### src/rtl/booth_mul_ctrl.sv
// Issue/retire controller for an external Booth/Wallace multiplier with a 4-entry result FIFO.
// Define BOOTH_MUL_CTRL_STATS_EN to add the saturating op_cnt pop counter output.
module booth_mul_ctrl #(
  parameter int LAT = 3,
  parameter int W   = 16
) (
  input  logic           clk,
  input  logic           rst_n,
  input  logic           in_valid,
  output logic           in_ready,
  input  logic [W-1:0]   in_a,
  input  logic [W-1:0]   in_b,
  input  logic           flush,
  output logic [W-1:0]   dp_a,
  output logic [W-1:0]   dp_b,
  output logic           dp_issue,
  input  logic [2*W-1:0] dp_result,
  output logic           out_valid,
  input  logic           out_ready,
  output logic [2*W-1:0] out_p,
  output logic           busy
`ifdef BOOTH_MUL_CTRL_STATS_EN
  ,
  output logic [15:0]    op_cnt
`endif
);

  // state | meaning
  // IDLE  | held in / just out of reset, nothing accepted
  // RUN   | accepting operands and retiring results
  // FLUSH | one cycle after a flush; pipeline and FIFO already emptied
  localparam logic [1:0] ST_IDLE  = 2'd0;
  localparam logic [1:0] ST_RUN   = 2'd1;
  localparam logic [1:0] ST_FLUSH = 2'd2;

  logic [1:0]     state_q, state_d;
  logic [W-1:0]   a_q, a_d, b_q, b_d;
  logic           issue_q, issue_d;
  logic [LAT-1:0] sr_q, sr_d;
  logic [2*W-1:0] mem_q [4];
  logic [1:0]     wr_q, wr_d, rd_q, rd_d;
  logic [2:0]     cnt_q, cnt_d;

  logic [2:0] inflight;
  logic [3:0] occ;
  logic       pop, push, accept, flush_go;

  // The issue pulse counts as in flight: its result has not reached the shift register yet.
  always_comb begin
    inflight = {2'b00, issue_q};
    for (int i = 0; i < LAT; i++) begin
      inflight = inflight + {2'b00, sr_q[i]};
    end
  end

  assign out_valid = (cnt_q != 3'd0);
  assign pop       = out_valid && out_ready;
  assign push      = sr_q[LAT-1];
  assign occ       = {1'b0, inflight} + {1'b0, cnt_q};
  assign in_ready  = (state_q == ST_RUN) && (occ < (4'd4 + {3'b000, pop}));
  assign accept    = in_valid && in_ready;
  assign flush_go  = (state_q == ST_RUN) && flush;

  assign dp_a     = a_q;
  assign dp_b     = b_q;
  assign dp_issue = issue_q;
  assign out_p    = out_valid ? mem_q[rd_q] : '0;
  assign busy     = (inflight != 3'd0) || (cnt_q != 3'd0);

  always_comb begin
    state_d = state_q;
    case (state_q)
      ST_IDLE:  state_d = ST_RUN;
      ST_RUN:   state_d = flush ? ST_FLUSH : ST_RUN;
      ST_FLUSH: state_d = ST_RUN;
      default:  state_d = ST_IDLE;
    endcase
  end

  always_comb begin
    a_d     = accept ? in_a : a_q;
    b_d     = accept ? in_b : b_q;
    issue_d = accept && !flush_go;
    sr_d    = '0;
    sr_d[0] = issue_q;
    for (int i = 1; i < LAT; i++) begin
      sr_d[i] = sr_q[i-1];
    end
    wr_d  = wr_q + {1'b0, push};
    rd_d  = rd_q + {1'b0, pop};
    cnt_d = cnt_q + {2'b00, push} - {2'b00, pop};
    if (flush_go) begin
      sr_d  = '0;
      wr_d  = 2'd0;
      rd_d  = 2'd0;
      cnt_d = 3'd0;
    end
  end

  always_ff @(posedge clk or negedge rst_n) begin
    if (!rst_n) begin
      state_q <= ST_IDLE;
      a_q     <= '0;
      b_q     <= '0;
      issue_q <= 1'b0;
      sr_q    <= '0;
      wr_q    <= 2'd0;
      rd_q    <= 2'd0;
      cnt_q   <= 3'd0;
      for (int i = 0; i < 4; i++) begin
        mem_q[i] <= '0;
      end
    end else begin
      state_q <= state_d;
      a_q     <= a_d;
      b_q     <= b_d;
      issue_q <= issue_d;
      sr_q    <= sr_d;
      wr_q    <= wr_d;
      rd_q    <= rd_d;
      cnt_q   <= cnt_d;
      if (push && !flush_go) begin
        mem_q[wr_q] <= dp_result;
      end
    end
  end

`ifdef BOOTH_MUL_CTRL_STATS_EN
  logic [15:0] op_cnt_q;

  // Survives flush on purpose: it is a lifetime count of delivered results.
  always_ff @(posedge clk or negedge rst_n) begin
    if (!rst_n) begin
      op_cnt_q <= 16'd0;
    end else if (pop && (op_cnt_q != 16'hFFFF)) begin
      op_cnt_q <= op_cnt_q + 16'd1;
    end
  end

  assign op_cnt = op_cnt_q;
`endif

endmodule

### config.mk
export PLATFORM = sky130hd
export DESIGN_NAME = booth_mul_ctrl
export DESIGN_NICKNAME = d
export VERILOG_FILES = /design/src/rtl/booth_mul_ctrl.sv
export SDC_FILE = /design/constraint.sdc
export NUM_CORES = 1
export LEC_CHECK = 0
export CORE_MARGIN = 4
export CORE_UTILIZATION = 53
export CTS_BUF_LIST = sky130_fd_sc_hd__clkbuf_16
export DETAILED_ROUTE_END_ITERATION = 8
export GPL_TIMING_DRIVEN = 0
export PLACE_DENSITY = 0.8
export RECOVER_POWER = 50
export SLEW_MARGIN = 0
export SYNTH_ARGS = -nofsm -noshare
export SYNTH_HDL_FRONTEND = slang
export SYNTH_SLANG_ARGS = --single-unit
### constraint.sdc
create_clock -name clk -period 3.3 [get_ports clk]
set_input_delay 0.33 -clock clk [delete_from_list [all_inputs] [get_ports clk]]
set_output_delay 0.33 -clock clk [all_outputs]
set_load 0.01 [all_outputs]
==> results of run 1 <==
-- power breakdown --
part / internal, mW / switching [mW]
sequential: 2.72 / 0.335
clock: 1.02 / 0.800
combinational: 2.14 / 1.27
total: 5.88 / 2.40
-- area by class of cell --
cell class              instances  area [sq um]
inverters                       7         26.28
plain buffers                  28         177.7
multi-input cells             272          3284
clock buffers                  17         425.4
flip-flops and latches        173          4330
repair buffers                148          1490
fillers                       960          4408
well taps                     184         230.2
clock inverters                14         106.4
-- metrics by stage --
step,area [sq um],cells
finish,10070,843
floorplan,7775,480
global route,10070,843
CTS,9992,836
detailed placement,9399,801
global placement,9366,800
-- sequential cells by signal, indices dropped and copies added, names as in the netlist --
register and cells:
state_q 2, dp_a 16, mem_q 128, dp_issue 1
sr_q 3, rd_q 2, dp_b 16, wr_q 2
cnt_q 3
-- cell families after synthesis --
| kind of cell | Yosys count | share of synthesized area |
|---|---|---|
| muxes | 192 | 0.3384 |
| DFF | 173 | 0.5568 |
| and+or+nand+nor | 61 | 0.04876 |
| AOI/OAI and AO/OA | 3 | 0.003057 |
| adders and majority gates | 12 | 0.02221 |
| xor gates and xnor gates | 4 | 0.004505 |
| buffers and inverters | 35 | 0.02623 |
-- cell usage after synthesis, types with 2 or more instances --
cell,n,area [sq um]
nand4b_1,2,17.52
mux4_2,32,720.7
inv_1,7,26.28
ha_1,9,112.6
dfrtp_1,173,4329
xnor2_1,4,35.03
mux2_1,5,56.30
nor3_1,2,10.01
nand2_1,4,15.01
mux2_2,126,1419
and2_1,40,250.2
mux2_4,29,435.4
clkbuf_1,11,41.29
buf_2,13,65.06
buf_12,3,60.06
fa_1,3,60.06
nor2_1,4,15.01
-- critical path: stages (launching register included) --
cell,delay (ns)
dfrtp_1,0.41
fa_1,0.54
ha_4,0.20
ha_4,0.27
inv_2,0.04
fa_2,0.51
nor2b_2,0.12
a32o_2,0.19
nand2_2,0.06
nor3_2,0.12
buf_2,0.17
-- worst max-delay path by stage --
stage	startpoint	endpoint	slack (ns)	cells after the start
floorplan	dp_issue	dp_a[0]	0.24	10
global placement	rst_n	mem_q[34]	-4.77	1
detailed placement	sr_q[2]	in_ready	-0.16	10
CTS	sr_q[2]	in_ready	-0.12	10
global route	dp_issue	in_ready	-0.23	10
finish	dp_issue	in_ready	-0.09	10
-- timing repair --
item                                    CTS  global route
pin swaps                                 2             1
hold endpoints to repair                 44             0
endpoints found under the setup margin    2            30
gates cloned                              0             2
resized for setup                        11             6
setup buffers                             3             5
hold buffers                              1             0
-- routing by layer --
metal,global-route usage,up-vias,wire [um]
met5,0,-,0
met4,0.05250,0,172
met3,0.07626,11,1003
met2,0.3381,115,8171
met1,0.2556,2363,6864
li1,-,2055,-
==> metrics.yaml, run 1 <==
logic_synthesis:
  synthesis.area_per_instance_sq_um: 16.20
  synth_cells: 480
  synth_flop_cell: "dfrtp_1"
  yosys_warnings: 0
  synth-edff-count: 0
  ys_ff_latch: 173
  seq_area_frac_synth: 0.5568
  async_flop_share: 1.000
  synthDistinctLibCells: 30
  syn-num-nets: 561
  netlist_area_sq_mm: 0.007775
die:
  core_sq_mm: 0.01448
  ioPinCount: 137
  num_rows: 44
  die_x_um: 129.1
  start_util: 0.5370
  dieArea_sq_mm: 0.01667
  die_h_um: 129.1
sta:
  fin_crit_sh: 1.028
  rsz0062_at_grt: "yes"
  slew_headroom: -0.6413
  setup_tns_ns: -1.163
  finalMaxSlewViolations: 45
  fin_ws_ns: -0.09093
  fmax_mhz: 294.9
  tightestPinTransition_ns: 2.462
  setup_viol: 32
  min_period_ns: 3.391
  whs_ns: 0.4670
  finClkSkew_ns: 0.01195
  hold_viol: 0
routing:
  wl_per_cell_um: 19.23
  vias: 4544
  first_iter_violations: 233
  drc_errors: 0
  dr.pass1.iters: 4
  totalWireLength_mm: 16.21
  via_per_inst: 5.390
  ant_nets: 0
power:
  power.total_mw: 8.279
  powerDensity_mw_per_mm2: 822.1
  leakagePower_nw: 4.681
  peakVddDrop_mv: 0.4753
setup_path:
  endpoint_kind: "primary output"
  r2r_end: "dp_a[4]"
  required_ns: 2.97
  start_kind: "flop"
  ff2ff_path_depth: 12
  rrSetupSlack_ns: -0.06
  rr_startpoint: "dp_issue"
  path_max_fanout: 3
  critical_path_class: "reg2out"
  crit_arrival_ns: 3.06
outcome:
  status: "finished with violations"
  violations: "max-capacitance violations, max-slew violations, negative setup slack"
layout:
  mostFrequentLayoutCell: "dfrtp_1"
  antenna_cells: 0
  area_growth_pct: 29.53
  nets: 728
  fin_util: 0.6956
  layout-drive-gt1-share: 0.3900
  final_cell_mix: "172 x dfrtp_1, 126 x mux2_2, 126 x clkdlybuf4s50_1"
run:
  maxCapViolCount: 1
clock_tree:
  insertion_delay_ns: 0.43
  cts_tree: "yes"
  cts_max_level: 4
  cts-root-buf: "clkbuf_16"
  cts_buffer_depth: 2
  clk_pin_slew_ns: 0.06
  cts_made_buffers: 17
  numClockSinks: 173
min_path:
  hold_depth: 1
  worstHoldStart: "state_q[1]"
  holdPathEnd: "state_q[0]"
  hold_path.class: "reg2reg"
global_routing:
  grt_pass1_vias: 5144
  grt_max_degree: 130
  grt_remaining_overflow: 0
  antenna_found_initial: 0
  track_usage: 0.2040
  grt_pass1_wl_mm: 25.94
place:
  hpwl_mm: 10.76
  post-place-ws_ns: -0.1563
  place_congestion: 0.7459
  portBuffers: 136
No activity file was read; power rests on OpenSTA's default activity.
==> run 2: changes to the inputs <==
GPL_TIMING_DRIVEN = unset   (was 0)
==> run 2 against run 1 <==
Net effect:
- the run still ends with max-capacitance violations, max-slew violations, negative setup slack left
- combinational power fell by 3%
- sequential share of layout area about the same
- critical path depth stayed put
==> metrics.yaml, run 2 (same netlist as run 1, synthesis figures left out) <==
sta:
  hold_viol: 0  # unchanged
  fin_ws_ns: -0.03059  # +0.06035 ns
  tightestPinTransition_ns: 1.884  # -0.5779 ns
  finalMaxSlewViolations: 78  # +73%
  rsz0062_at_grt: "yes"
  setup_viol: 1  # -97%
  finClkSkew_ns: 0.005088  # -0.006863 ns
  min_period_ns: 3.331  # -0.06035 ns
  fmax_mhz: 300.2  # +1.8%
  slew_headroom: -0.2560  # +0.3853
  fin_crit_sh: 1.009  # -0.01829
die:
  die_x_um: 129.1  # unchanged
  dieArea_sq_mm: 0.01667  # unchanged
  num_rows: 44  # unchanged
  die_h_um: 129.1  # unchanged
  ioPinCount: 137  # unchanged
  start_util: 0.5370  # unchanged
  core_sq_mm: 0.01448  # unchanged
layout:
  antenna_cells: 0  # unchanged
  finalNonFillerCells: 826  # -2.0%
  nets: 710  # -2.5%
  area_growth_pct: 29.66  # about the same
  largest_reg_flops: 128  # unchanged
  top_register: "mem_q"
  fill_cells: 1006  # +4.8%
  fin_util: 0.6963  # about the same
  final_cell_mix: "172 x dfrtp_1, 133 x clkdlybuf4s50_1, 126 x mux2_2"
  layout-drive-gt1-share: 0.3910  # +0.0009809
  mostFrequentLayoutCell: "dfrtp_1"
global_routing:
  antenna_found_initial: 0  # unchanged
  grt_pass1_wl_mm: 26.74  # +3.1%
  grt_remaining_overflow: 0  # unchanged
  grt_pass1_vias: 5233  # +1.7%
  grt_max_degree: 78  # -40%
  track_usage: 0.2080  # +0.004027
power:
  leakagePower_nw: 4.689  # +0.18%
  peakVddDrop_mv: 0.5486  # +15%
  power.total_mw: 8.538  # +3.1%
  powerDensity_mw_per_mm2: 846.9  # +3.0%
setup_path:
  critPathLaunch: "dp_issue"
  path_max_fanout: 2  # -1
  endpoint_kind: "primary output"
  required_ns: 2.97  # about the same
  rr_startpoint: "dp_issue"
  ff2ff_path_depth: 11  # -1
  start_kind: "flop"
  critical_path_class: "reg2out"
  crit_arrival_ns: 3.00  # -0.06 ns
place:
  place_congestion: 0.7560  # +1.4%
  portBuffers: 136  # unchanged
  hpwl_mm: 10.34  # -3.9%
  dp.cells: 792  # -1.1%
routing:
  drc_errors: 0  # unchanged
  via_per_inst: 5.487  # +1.8%
  dr.pass1.iters: 4  # unchanged
  wl_per_cell_um: 19.62  # +2.0%
  vias: 4532  # -0.26%
  totalWireLength_mm: 16.21  # about the same
  ant_nets: 0  # unchanged
  first_iter_violations: 208  # -11%
clock_tree:
  insertion_delay_ns: 0.42  # about the same
  cts_max_level: 4  # unchanged
  cts-root-buf: "clkbuf_16"
  cts_buffer_depth: 2  # unchanged
  cts_tree: "yes"
  clk_pin_slew_ns: 0.06  # about the same
  cts_made_buffers: 17  # unchanged
  numClockSinks: 173  # unchanged
run:
  maxCapViolCount: 1  # unchanged
outcome:
  status: "finished with violations"
  violations: "max-capacitance violations, max-slew violations, negative setup slack"
min_path:
  hold_path.class: "in2async"
==> run 2: cell count changes in the layout (fill, tap and decap cells not counted), sizes merged <==
| cell | previous run | this run |
|---|---|---|
| buf | 27 | 18 |
| clkinv | 6 | 5 |
| dlygate4sd3 | 9 | 1 |
| bufinv | 1 | 4 |
| clkbuf | 31 | 22 |
| inv | 8 | 10 |
| clkinvlp | 6 | 3 |
| clkdlybuf4s50 | 126 | 133 |
| dlygate4sd2 | 0 | 1 |
==> run 2: per-stage QoR <==
stage | setup WS, ns | TNS, ns | instance area, sq um | hold slack [ns]
6_report | -0.03059 | -0.03059 | 10080 | 0.3931
5_1_grt | -0.1423 | -0.5163 | 10080 | 0.4092
4_1_cts | -0.09747 | -0.09747 | 10050 | 0.3940
3_5_place_dp | -0.02329 | -0.02329 | 9423 | 0.2780
3_3_place_gp | 0.006625 | 0 | 9423 | 0.2675
2_1_floorplan | 0.2445 | 0 | 7775 | 0.03441
==> run 2: worst max-delay path, stage by stage (launching register included) <==
cell and delay (ns):
dfrtp_1 0.41, fa_1 0.54, ha_4 0.19, ha_4 0.27
inv_2 0.04, fa_2 0.34, or2_2 0.29, a32o_2 0.25
nand2_2 0.07, nor3_2 0.03, buf_2 0.14
==> run 2: cell type report <==
class	count	area [sq um]	share of cell area
Sequential cell	173	4330	0.4296
Multi-Input combinational cell	272	3302	0.3275
Clock buffer	17	425.4	0.04220
Timing Repair Buffer	158	1570	0.1558
Clock inverter	15	196.4	0.01949
Inverter	7	26.28	0.002606
Tap cell	184	230.2	0.02284
==> run 2: metal layers <==
| metal | global-route usage | vias up | routed length (um) |
|---|---|---|---|
| met5 | 0 | - | 0 |
| met4 | 0.04941 | 0 | 138 |
| met3 | 0.06678 | 12 | 906 |
| met2 | 0.3454 | 112 | 8246 |
| met1 | 0.2691 | 2375 | 6917 |
| li1 | - | 2033 | - |
==> run 2: worst paths after layout <==
path | to | slack [ns]
worst min register to register | mem_q[110] | 0.49
worst min-delay path | mem_q[123] | 0.39
worst max-delay path | in_ready | -0.03
min in group clk | mem_q[110] | 0.49
max in group asynchronous | rd_q[1] | 0.60
worst max register to register | dp_b[15] | 0.09
==> run 2: what timing repair did <==
item                       4_1_cts  5_1_grt
hold endpoints to repair        42        0
setup buffers                    0        1
hold buffers                     1        0
resized for setup                6       11
setup endpoints to repair        2       33
pin swaps                        1        3
==> run 2: power breakdown <==
group          switching (mW)  internal, mW  total [mW]
Combinational            1.18          2.12        3.31
Sequential              0.425          2.72        3.14
Clock                   0.821          1.27        2.09
